**src/rtl/product_accumulator.sv**
```systemverilog
// Accumulates unsigned multiplier products into a guarded sum and presents one
// result per vector (the vector ends on the term flagged prod_last).
module product_accumulator #(
  parameter int PW    = 64,
  parameter int GUARD = 8,
  parameter int CW    = 16
) (
  input  logic                clk,
  input  logic                rst_n,
  input  logic [PW-1:0]       Product,
  input  logic                prod_valid,
  input  logic                prod_last,
  output logic                prod_ready,
  input  logic                clear,
  output logic [PW+GUARD-1:0] Sum,
  output logic [CW-1:0]       Count,
  output logic                Ovf,
  output logic                out_valid,
  input  logic                out_ready
);

  localparam int AW = PW + GUARD;

  typedef enum logic {ACC, DONE} state_t;

  state_t        state;
  logic [AW-1:0] acc;
  logic [CW-1:0] cnt;
  logic          ovf;

  logic          accept;
  logic [AW-1:0] term;
  logic [AW:0]   sum_next;
  logic [CW-1:0] cnt_inc;

  // In DONE a new term is only taken when the pending result retires in the same cycle.
  assign prod_ready = rst_n & ((state == ACC) | out_ready);
  assign accept     = prod_valid & prod_ready;
  assign term       = {{GUARD{1'b0}}, Product};
  assign sum_next   = {1'b0, acc} + {1'b0, term};
  assign cnt_inc    = (&cnt) ? cnt : cnt + CW'(1);

  assign Sum   = acc;
  assign Count = cnt;
  assign Ovf   = ovf;

  // NOTE: all state is registered with non-blocking assignments and a reset
  // sampled on the clock edge, so reset is simply the highest-priority branch.
  always_ff @(posedge clk) begin
    if (!rst_n) begin
      state     <= ACC;
      acc       <= '0;
      cnt       <= '0;
      ovf       <= 1'b0;
      out_valid <= 1'b0;
    end else begin
      case (state)
        ACC: begin
          if (clear) begin
            cnt <= '0;
            ovf <= 1'b0;
          end else if (accept) begin
            if (cnt == '0) begin
              acc <= term;
              cnt <= CW'(1);
              ovf <= 1'b0;
            end else begin
              acc <= sum_next[AW-1:0];
              ovf <= ovf | sum_next[AW];
              cnt <= cnt_inc;
            end
            if (prod_last) begin
              state     <= DONE;
              out_valid <= 1'b1;
            end
          end
        end
        DONE: begin
          // clear is ignored here so a completed result is never lost.
          if (out_ready) begin
            if (accept) begin
              acc <= term;
              cnt <= CW'(1);
              ovf <= 1'b0;
              if (!prod_last) begin
                state     <= ACC;
                out_valid <= 1'b0;
              end
            end else begin
              state     <= ACC;
              out_valid <= 1'b0;
              cnt       <= '0;
            end
          end
        end
        default: begin
          state     <= ACC;
          out_valid <= 1'b0;
        end
      endcase
    end
  end

endmodule

```
**config.mk**
```make
export PLATFORM = sky130hd
export DESIGN_NAME = product_accumulator
export DESIGN_NICKNAME = d
export VERILOG_FILES = /design/src/rtl/product_accumulator.sv
export SDC_FILE = /design/constraint.sdc
export NUM_CORES = 1
export LEC_CHECK = 0
export BUFFER_PORTS_ARGS = -buffer_cell sky130_fd_sc_hd__buf_2
export CAP_MARGIN = 20
export CORE_ASPECT_RATIO = 0.8
export CORE_MARGIN = 2
export CORE_UTILIZATION = 55
export CTS_CLUSTER_SIZE = 30
export DETAILED_ROUTE_END_ITERATION = 10
export PLACE_DENSITY_LB_ADDON = 0.3
export SLEW_MARGIN = 30
export SYNTH_ARGS = -nofsm -noshare
export SYNTH_HDL_FRONTEND = slang
export SYNTH_SLANG_ARGS = --single-unit
```
**constraint.sdc**
```tcl
create_clock -name clk -period 9.1 [get_ports clk]
set_input_delay 0.91 -clock clk [delete_from_list [all_inputs] [get_ports clk]]
set_output_delay 0.91 -clock clk [all_outputs]
set_load 0.005 [all_outputs]
```
Word level (Yosys, flattened, before mapping)
Cells that the tools add are included.

cells by class
  reduce and logical (&&, ||, !) cells = 6
  add/subtract/negate cells = 2
  $lt $le $gt $ge = 0
  eq/ne operators = 8
  bitwise logic cells = 5
  shifts and indexed selects = 0
  multiply operators = 0
  divide/modulo/power cells = 0
  multiplexer cells = 31

operators with widths
  operator                                                number
  two-way mux 72 bit                                      5
  one-hot mux 72 bit (2 select lines)                     1
  two-way mux 16 bit                                      5
  adder 72 x 64 -> 73 bit                                 1
  one-hot mux 16 bit (2 select lines)                     1
  adder 16 x 1 -> 16 bit (second input constant)          1
  zero test 16 bit                                        1
  two-way mux 1 bit                                       16
  AND reduction 16 bit                                    1
  inequality test 2 bit (second input constant)           4
  inequality test 3 bit (second input constant)           2
  one-hot mux 1 bit (2 select lines)                      3
  AND reduction 3 bit                                     2
  AND reduction 5 bit                                     1
  inequality test 4 x 3 -> 1 bit (second input constant)  1
  AND reduction 4 bit                                     1
  bitwise AND 1 bit                                       2
  inequality test 2 x 1 -> 1 bit (second input constant)  1
  OR 1 bit                                                2
  NOT 1 bit                                               1

word-level totals
  output and inout port bits = 91
  input bits = 70
  register bits = 91
  bits in writable memories = 0
  bits in read-only memories = 0
  memories = 0
  logic and storage cells = 57
  latch bits = 0

Longest topological paths before layout
  depth after elaboration = 7
  depth in mapped cells = 13

Worst setup path after synthesis
OpenSTA, ideal clock, no wires.

  kind = input to register
  start = input port Product[0]
  end = register acc[60] (netlist: Sum[60])
  arrival = 3648 ps
  path buffers = 0
  setup slack = 5348 ps
  required time = 8997 ps
  library setup time = 103 ps
  stages = 13
  cell sequence = ha_1 -> inv_1 -> fa_1 -> and2b_1 -> o211ai_2 -> a31oi_4 -> a211oi_2 -> o311ai_4 -> a221oi_2 -> o31a_1 -> o41ai_2 -> xnor2_1 -> a2111oi_2

between the ends
  cells in the longest elaborated chain, start to end = 5

ends and longest elaborated chain
  item                                 line  text
  from (decl)                          10    input logic [PW-1:0] Product,
  adder 72 x 64 -> 73 bit              40    assign sum_next = {1'b0, acc} + {1'b0, term};
  two-way mux 72 bit                   63    if (cnt == '0) begin
  two-way mux 72 bit                   62    end else if (accept) begin
  two-way mux 72 bit                   59    if (clear) begin
  one-hot mux 72 bit (2 select lines)  57    case (state)
  to (signal assigned)                 64    acc <= term;
  to (signal assigned)                 68    acc <= sum_next[AW-1:0];
  to (signal assigned)                 82    acc <= term;
  to (decl)                            27    logic [AW-1:0] acc;

Every way passes these cells. The select of a mux whose other input is x is not followed.
A chain may end at the register's enable or synchronous reset.

Worst setup path in the final report
  start = input port rst_n
  end = register acc[71] (netlist: Sum[71])

between the ends
  cells in the longest elaborated chain, start to end = 4

ends and longest elaborated chain
  item                                                                               line  text
  from (decl)                                                                        9     input logic rst_n,
  bitwise AND 1 bit                                                                  37    assign prod_ready = rst_n & ((state == ACC) | out_ready);
  bitwise AND 1 bit                                                                  38    assign accept = prod_valid & prod_ready;
  inequality test 2 x 1 -> 1 bit (no line) or inequality test 2 bit (tied branches)  n/a
  AND reduction 4 bit (no line)                                                      n/a

Parallel ways exist; a longest one is shown, timed or not.

==> impl_results.md <==
* FF+latch count, synth at 91
* CTS Hold Bufs at 0
* Min-Delay Path Class: reg2reg
* Number of flops mapped to enable cells by yosys at 0
* Avg Cell Area, Syn at between 7 and 8 um^2
* Share of layout cells above drive strength 1 at between 10% and 20%
* Data arrival time of the worst path at approximately 4.2 ns
* Starting Density at approximately 56%
* # port buffers at 160
* Detailed Routing Iterations Pass 1 at 6
* Pin count of the biggest net entering global routing at 92
* Rows at 39
* Tightest Pin Transition at 0.933 ns
* Highest net fanout along the worst path at 91
* Worst skew pair latency at ~0.37 ns
* Mapped Cells at ~1,100
* RSZ-0062 raised after global routing: false
* Sequential-to-total area share from yosys stat at approximately 23%
* Final hold slack at 0.471 ns
* Vias in the first global route at around 8,000
* Initial antenna violation count at 1
* Max VDD drop at ~0.00013 V
* Most common cell after layout, fill and taps aside: buf_2
* Drt total wl at approximately 25,000 um
* Grt met1 use at ~44%
* Setup Viol. Count Final at 0
* Wire per inst at around 18 um
* Tcrit/Tclk final at about 43%
* Leak Pwr at 4.11 nW
* Area Growth Syn to Fin at 14.3%
* Grt met2 use at roughly 47%
* Place WS at 4.84 ns
* Fin nets at around 1,300
* Area share of the largest cell type after synthesis at between 20% and 30%
* Pwr dens at 132 mW/mm^2
* Die X at between 100 and 150 um
* Clk Tree Root Cell: clkbuf_16
* Synth Net Count at approximately 1,200
* Synthesized area at around 0.008 mm^2
* Status: finished clean
* Remaining global-route overflow at 0
* Ant diodes at 0
* Die Y-Extent at approximately 110 um
* Crit Path Category: in2reg
* Critical Path Source Type: primary input
* Gpl congestion at slightly below 1
* First-pass GRT wire length at 39,700 um
* Pins Over Slew Limit at 0
* Most frequent cells in the layout: buf_2, nand2_1, a21oi_1
* CTS tree: done
* Area leader, netlist: dfxtp_1
* Clk buf depth at 2
* Final Skew at approximately 0.013 ns
* Met3 track demand over resource at 5.85%
* Placeable Area at about 0.014 mm^2
* Unique masters post-synth at 68
* Design Power at 1.19 mW
* Post-CTS setup buffers at 0
* # IOs at roughly 160
* Drc violations at 0
* Max Clk Rate at approximately 0.25 GHz
* Min Tclk post-route at a little under 4 ns
* CTS H-Tree Depth at 3
* Post-DP HPWL at 17,700 um
* Slew HR at a little under two fifths
* CTS clock-pin slew for the worst setup and hold paths at about 0.08 ns
* Ys async rst share at 0%
* Setup TNS at 0 ns
* 1st-iter DRT viols at 847
* Fin. Hold Viols at 0
* CP Capture Type: flop
* CTS-repair resized insts at 0
* WP data required at 9.39 ns
* Busiest grt layer: met2
* PnR worst setup slack at just over 5 ns
* Synth warnings at 0
* Total die area at approximately 0.015 mm^2
* Drt via density at ~6.3
* Global Route Usage Sum at between 30% and 40%
* Main synth FF type: dfxtp_1
* Synth top area cells: dfxtp_1, ha_1, a21oi_1
* Via count at between 8,000 and 9,000
* Post-DRT Antenna Nets at 0
* TritonCTS Buffers at 9
* MaxCap Viol Count at 0
* TritonCTS Sinks at 91
==> final timing paths <==
check                from       to  slack (ns)  depth (start not counted)
setup / recovery    rst_n  Sum[71]        5.16                          9
hold / removal    Sum[28]  Sum[28]        0.47                          2
setup reg to reg   Sum[0]  Sum[60]        5.43                         13
hold reg to reg   Sum[28]  Sum[28]        0.47                          2
==> power breakdown <==
part / total, mW / internal, mW / leakage (nW) / switching (mW)
Sequential: 0.432 / 0.416 / 0.741 / 0.0162
Clock: 0.387 / 0.199 / 0.146 / 0.189
Combinational: 0.375 / 0.142 / 3.23 / 0.233
Total: 1.19 / 0.756 / 4.11 / 0.438
==> layer usage <==
metal	vias to the layer above	wire length, um
li1	4213	-
met1	4088	11300
met2	454	10600
met3	46	2300
met4	2	442
met5	-	7
==> worst max-delay path, cell delays in order <==
cell	delay, ns
buf_2	0.62
and3_1	0.43
nor2b_4	0.18
buf_4	0.70
nand4_1	0.37
nor4_1	0.34
a21oi_1	0.15
or3_1	0.38
a21oi_1	0.14
==> stage by stage <==
stage          instances  utilization, %  cell area (um^2)
6_report            1389            63.9              9070
5_1_grt             1389            63.9              9070
4_1_cts             1389            63.8              9060
3_5_place_dp        1373            61.7              8760
3_3_place_gp        1373            61.7              8760
2_1_floorplan       1094               -              7930
==> Yosys cell counts (6+ instances only) <==
| library cell | count |
|---|---|
| nand2_1 | 132 |
| a21oi_1 | 117 |
| nor2_1 | 100 |
| dfxtp_1 | 91 |
| o21ai_0 | 83 |
| clkbuf_1 | 66 |
| ha_1 | 66 |
| nand3_1 | 40 |
| xnor2_1 | 36 |
| xor2_1 | 35 |
| a21o_1 | 34 |
| nand4_1 | 31 |
| inv_1 | 27 |
| nor3_1 | 24 |
| a211oi_1 | 20 |
| a31oi_1 | 18 |
| o21a_1 | 16 |
| a311oi_1 | 15 |
| and3_1 | 11 |
| and2_1 | 10 |
| o211ai_1 | 9 |
| nor4_1 | 8 |
| nand2b_1 | 7 |
| a221oi_1 | 6 |
| o21bai_1 | 6 |
| or2_2 | 6 |
| or3_1 | 6 |
==> sequential cells by signal, summed over array words and instances, names as in the netlist <==
register / flops
Count: 16
Ovf: 1
Sum: 72
out_valid: 1
state: 1
==> area by class of cell <==
class / count / area, um^2
Tap cell: 184 / 230
Clock buffer: 10 / 239
Sequential cell: 91 / 1820
Fill cell: 1320 / 5130
Multi-Input combinational cell: 906 / 5780
Clock inverter: 6 / 55.1
Timing Repair Buffer: 165 / 838
Inverter: 27 / 101
==> cells by family (layout without fill, tap and decap cells) <==
family / Yosys count / in the layout / synth area share [%]
muxes: 5 / 5 / 0.647
xor gates and xnor gates: 71 / 71 / 7.84
DFF: 91 / 91 / 23.0
and+or+nand+nor: 387 / 387 / 22.5
adders and majority gates: 67 / 67 / 10.7
AOI/OAI and AO/OA: 376 / 376 / 30.8
buffers and inverters: 97 / 208 / 4.62
No activity file was read; power rests on OpenSTA's default activity.
